===== config.mk =====
export PLATFORM = sky130hd
export DESIGN_NAME = i2c_shift_register_param
export DESIGN_NICKNAME = d
export VERILOG_FILES = /design/src/rtl/i2c_shift_register_param.sv
export SDC_FILE = /design/constraint.sdc
export NUM_CORES = 1
export LEC_CHECK = 0
export CAP_MARGIN = 20
export CORE_MARGIN = 1.5
export CORE_UTILIZATION = 42
export DETAILED_ROUTE_END_ITERATION = 12
export GPL_TIMING_DRIVEN = 0
export PLACE_DENSITY_LB_ADDON = 0.2
export REMOVE_ABC_BUFFERS = 1
export SYNTH_ARGS = -nofsm -noshare
export SYNTH_HDL_FRONTEND = slang
export SYNTH_SLANG_ARGS = --single-unit

===== constraint.sdc =====
create_clock -name CLOCK -period 3.5 [get_ports CLOCK]
set_clock_uncertainty 0.05 [all_clocks]
set_input_delay 0.7 -clock CLOCK [delete_from_list [all_inputs] [get_ports CLOCK]]
set_output_delay 0.7 -clock CLOCK [all_outputs]
set_load 0.01 [all_outputs]

===== src/rtl/i2c_shift_register_param.sv =====
// rtl/i2c_shift_register_param.sv - parametrised I2C frame shift register (optional macro I2C_SR_SHADOW_EN)
module i2c_shift_register_param #(
  parameter int WIDTH     = 8,
  parameter bit MSB_FIRST = 1'b1,
  localparam int CW       = (WIDTH > 2) ? $clog2(WIDTH) : 1
) (
  input  logic             CLOCK,
  input  logic             Reset,
  input  logic             WriteLoad,
  input  logic [WIDTH-1:0] SentData,
  input  logic             ShiftIn,
  input  logic             ShiftorHold,
  output logic             ShiftOut,
  output logic [WIDTH-1:0] ReceivedData,
  output logic [CW-1:0]    BitCount,
  output logic             ByteDone
);

  localparam logic [CW-1:0] LastCount = CW'(WIDTH - 1);

  logic [WIDTH-1:0] sr;
  logic [WIDTH-1:0] srShifted;
  logic             shiftNow;
  logic             lastBit;

  // Value the register takes if this cycle shifts, in the configured bit order
  always_comb begin
    srShifted = sr;
    if (MSB_FIRST) begin
      srShifted = {sr[WIDTH-2:0], ShiftIn};
    end else begin
      srShifted = {ShiftIn, sr[WIDTH-1:1]};
    end
  end

  // A load takes precedence, so a shift only happens when WriteLoad is low
  assign shiftNow = ShiftorHold && !WriteLoad;
  assign lastBit  = (BitCount == LastCount);

  // Output end of the register drives SDA
  assign ShiftOut = MSB_FIRST ? sr[WIDTH-1] : sr[0];

  // Frame register, bit counter and frame-done strobe
  always_ff @(posedge CLOCK or posedge Reset) begin
    if (Reset) begin
      sr       <= '0;
      BitCount <= '0;
      ByteDone <= 1'b0;
    end else if (WriteLoad) begin
      sr       <= SentData;
      BitCount <= '0;
      ByteDone <= 1'b0;
    end else if (ShiftorHold) begin
      sr <= srShifted;
      if (lastBit) begin
        BitCount <= '0;
        ByteDone <= 1'b1;
      end else begin
        BitCount <= BitCount + CW'(1);
        ByteDone <= 1'b0;
      end
    end else begin
      ByteDone <= 1'b0;
    end
  end

`ifdef I2C_SR_SHADOW_EN
  logic [WIDTH-1:0] rxShadow;

  // Capture the completed frame on the same edge that raises ByteDone
  always_ff @(posedge CLOCK or posedge Reset) begin
    if (Reset) begin
      rxShadow <= '0;
    end else if (shiftNow && lastBit) begin
      rxShadow <= srShifted;
    end
  end

  assign ReceivedData = rxShadow;
`else
  logic unusedShift;
  assign unusedShift  = shiftNow;
  assign ReceivedData = sr;
`endif

endmodule

== Word-level counts from Yosys, hierarchy flattened ==
Index checks and enable logic that the tools add are counted.
Widths: inputs -> output; s select.
Storage, ports and cells
  input port bits: 13
  output and inout port bits: 13
  bits in registers: 12
  word-level logic and storage cells: 14
Cells by class
  equal/unequal tests: 1
  add/subtract/negate cells: 1
  reduce and logical (&&, ||, !) cells: 1
  muxes and demuxes: 8
Operator list (number)
  $mux 8: 2
  $mux 3: 3
  $add 3x1->3 const B: 1
  $eq 3x3->1 const B: 1
  $mux 1: 3
  $reduce_bool 2->1: 1

== Longest topological paths before layout ==
  depth in word-level cells: 4
  gate-level depth with buffers: 4
  mapped depth without buffers: 4

== Worst setup path before layout ==
OpenSTA, ideal clock, no wires.
  kind: register to register
  start point: register BitCount[0]
  end point: register BitCount[0]
  cell stages (with the launch flop): 5
  library setup time: 0.074 ns
  period minus slack after synthesis: 1.409 ns
  path slack: 2.091 ns
  data required time: 3.376 ns
  data arrival time: 1.284 ns
  buffers on the path: 0
  cells stage by stage: dfrtp_1 -> ha_1 -> ha_1 -> or3b_1 -> a21oi_2
On the way
  cells in the longest elaborated chain, start to end: 4
  elaborated cells between the ends (all ways): 5
  classes of those cells: add/sub (1); eq/ne (1); mux (3)
Ends and longest elaborated chain
  start: declaration: line 15  | output logic [CW-1:0] BitCount,
  start signal: assignment: line 59  | BitCount <= BitCount + CW'(1);
  $add 3x1->3 / $eq 3x3->1 (equally long branches): line 59, 38
  $mux 3 *: line 55  | if (lastBit) begin
  $mux 3 *: line 53  | end else if (ShiftorHold) begin
  $mux 3 *: line 49  | end else if (WriteLoad) begin
Every way passes the cells marked *; elsewhere a longest branch is shown, timed or not. The select of a mux whose other input is x is not followed.
A chain may end at the register's enable or synchronous reset.

== Final worst setup path ==
  start point: input ShiftorHold
  end point: register BitCount[0]
On the way
  cells in the longest elaborated chain, start to end: 1
Ends and longest elaborated chain
  start: declaration: line 12  | input logic ShiftorHold,
  $reduce_bool 2->1 (no line)
Every way passes these cells.

==> impl_metrics.env <==
export IMPL_yosysTopAreaCellShare_pct=53.2
export IMPL_final_cells=92
export IMPL_switching_share_pct=24.5
export IMPL_fin_ws_ns=1.49
export IMPL_area_growth_pct=49.4
export IMPL_cts_resized=0
export IMPL_synthMuxAreaShare_pct=17.7
export IMPL_crit_slowest_cell="clkdlybuf4s50_1"
export IMPL_synthSimpleGateAreaFrac_pct=10.6
export IMPL_synth_adder_area_share_pct=4.43
export IMPL_nNetsFinal=93
export IMPL_clock_sinks=12
export IMPL_drc=0
export IMPL_min_period_ns=2.01
export IMPL_dpl_worst_slack_ns=1.21
export IMPL_start_util_pct=44.5
export IMPL_path_clk_slew_ns=0.08
export IMPL_setup_violations=0
export IMPL_critPathArrivalTime_ns=2.14
export IMPL_power_frac_seq_pct=46.6
export IMPL_row_count=13
export IMPL_ant_nets=0
export IMPL_synth_xor_area_share_pct=0
export IMPL_path_cells="clkdlybuf4s50_1 -> or3b_1 -> a21oi_2"
export IMPL_fillers=109
export IMPL_synth_ff_latch_count=12
export IMPL_critical_path_top_delay_family="buffers and inverters"
export IMPL_first_pass_iters=4
export IMPL_final_cell_mix="25 x clkdlybuf4s50_1, 12 x dfrtp_1, 10 x mux2i_1"
export IMPL_fin_area_sq_um=843
export IMPL_grt_pass1_wl_um=1730
export IMPL_ir_drop_uv=222
export IMPL_die_area_sq_um=1570
export IMPL_maxSlewViolCount=0
export IMPL_rsz0062_at_grt="no"
export IMPL_relSlewSlack_pct=53.8
export IMPL_core_area_sq_um=1270
export IMPL_yosysSeqAreaShare_pct=53.2
export IMPL_p_sw_mw=0.0835
export IMPL_layout_commonest_cell="clkdlybuf4s50_1"
export IMPL_dp_hpwl_um=743
export IMPL_postCtsSetupRepairBufs=0
export IMPL_fmax_mhz=498
export IMPL_avgSynthCellArea_sq_um=10.9
export IMPL_clkPwrFrac_pct=32.0
export IMPL_cts_htree_levels=1
export IMPL_io_pins=26
export IMPL_globalplace_congestion=0.676
export IMPL_finalCritPeriodShare_pct=57.3
export IMPL_hold_viol_final=0
export IMPL_cts_tree="yes"
export IMPL_dieWidth_um=39.7
export IMPL_pwr_share_comb_pct=21.4
export IMPL_slowest_delay_ns=0.90
export IMPL_status="completed"
export IMPL_vias=450
export IMPL_synth_top_cell_by_area="dfrtp_1"
export IMPL_place_area_sq_um=807
export IMPL_dp_cells=88
export IMPL_wl_um=1030
export IMPL_crit_fanout=13
export IMPL_layout_drive_gt1_share_pct=6.49
export IMPL_clockRootBuffer="clkbuf_4"
export IMPL_syn_area_sq_um=564
export IMPL_tightest_slew_ns=0.690
export IMPL_start_kind="input port"
export IMPL_p_leak_nw=0.394
export IMPL_num_antenna_cells=0
export IMPL_required_ns=3.63
export IMPL_crit_path_end_kind="flip-flop"
export IMPL_internal_power_mw=0.257
export IMPL_hold_class="flip-flop to flip-flop"
export IMPL_grt_antenna_before_repair=0
export IMPL_die_h_um=39.7
export IMPL_grtUsageTotal_pct=16.6
export IMPL_grt_pass1_vias=399
export IMPL_yosys_warnings=0
export IMPL_synth_compound_area_share_pct=8.65
export IMPL_setup_worst_path_class="input port to flip-flop"
export IMPL_port_buffers=25
export IMPL_vias_per_cell=4.89
export IMPL_synth_top_family_by_area="multiplexers"
export IMPL_drtIter0Drc=3
export IMPL_overflow=0
export IMPL_ctsHoldBuffers=0
export IMPL_grt_max_degree=21
export IMPL_synth_cell_types=14
export IMPL_clock_path_buffers=2
export IMPL_clk_latency_ns=0.26
export IMPL_wl_per_cell_um=11.2
export IMPL_netlist_instances=52
export IMPL_crit_buf_inv=1
export IMPL_synth_area_top_cells="dfrtp_1 53%, mux2i_1 18%, o21ai_1 6.2%, nand2_1 6.0%, ha_1 4.4%"
export IMPL_cts_buffers=3
export IMPL_cap_viol_max_count=0
export IMPL_final_setup_tns_ns=0
export IMPL_p_per_area_nw_per_um2=404
export IMPL_holdWs_ns=0.502
metrics by stage:
step / total power, mW / util [%]
global placement: 0.234 / 63.6
global route: 0.359 / 66.5
detailed placement: 0.236 / 63.6
CTS: 0.344 / 66.5
finish: 0.341 / 66.5
floorplan: 0.187 / -
final cells by class:
class,instances,area [sq um],area share (%)
Multi-Input combinational cell,35,234,27.7
Timing Repair Buffer,25,250,29.7
Inverter,1,3.75,0.445
Clock buffer,4,36.3,4.30
Sequential cell,12,300,35.6
Tap cell,15,18.8,2.23
routing by layer:
| layer | share of wire (%) | routed length [um] | GRT usage [%] |
|---|---|---|---|
| met5 | 0 | 0 | 0 |
| met4 | 0 | 0 | 2.59 |
| met3 | 5.9 | 61 | 5.11 |
| met2 | 46 | 478 | 22.5 |
| met1 | 48 | 489 | 25.5 |
path summary, 6_finish.rpt:
check,from,end,slack [ns],depth (start not counted)
worst max-delay path,ShiftorHold,BitCount[0]$_DFFE_PP0P_,1.49,3
worst min-delay path,BitCount[1]$_DFFE_PP0P_,BitCount[1]$_DFFE_PP0P_,0.50,2
worst max register to register,BitCount[0]$_DFFE_PP0P_,BitCount[0]$_DFFE_PP0P_,2.07,4
worst min register to register,BitCount[1]$_DFFE_PP0P_,BitCount[1]$_DFFE_PP0P_,0.50,2
max in group asynchronous,Reset,BitCount[1]$_DFFE_PP0P_,2.43,2
min in group asynchronous,Reset,ReceivedData[6]$_DFFE_PP0P_,0.67,2
sequential cells by signal, indices dropped and copies added (netlist names):
signal        count
ByteDone          1
BitCount          3
ReceivedData      8
power groups by stage:
stage | Combinational (mW) | Sequential, mW | Clock [mW]
final | 0.0730 | 0.159 | 0.109
after global routing | 0.0810 | 0.161 | 0.118
after CTS | 0.0741 | 0.159 | 0.111
after detailed placement | 0.0739 | 0.162 | 0
after global placement | 0.0727 | 0.162 | 0
after floorplan | 0.0206 | 0.166 | 0
synthesized netlist by cell type (all sizes together):
master  instances
o21ai           8
or3b            1
buf             2
ha              2
nor2            3
clkbuf          2
mux2i          10
nand2           9
dfrtp          12
a21oi           1
nand2b          1
inv             1
worst min-delay path, stage by stage, from the launching register on:
cell     delay (ns)
dfrtp_1        0.37
mux2i_1        0.07
nor2_1         0.08
cell families (layout without fill, tap and decap cells):
| family | after synthesis | in the layout |
|---|---|---|
| AND/OR/NAND/NOR | 14 | 14 |
| flip-flops | 12 | 12 |
| multiplexers | 10 | 10 |
| AO/OA/AOI/OAI | 9 | 9 |
| buffers and inverters | 5 | 30 |
| adder cells (fa/ha/maj) | 2 | 2 |
Note: power is estimated with default switching activity, not from simulation.
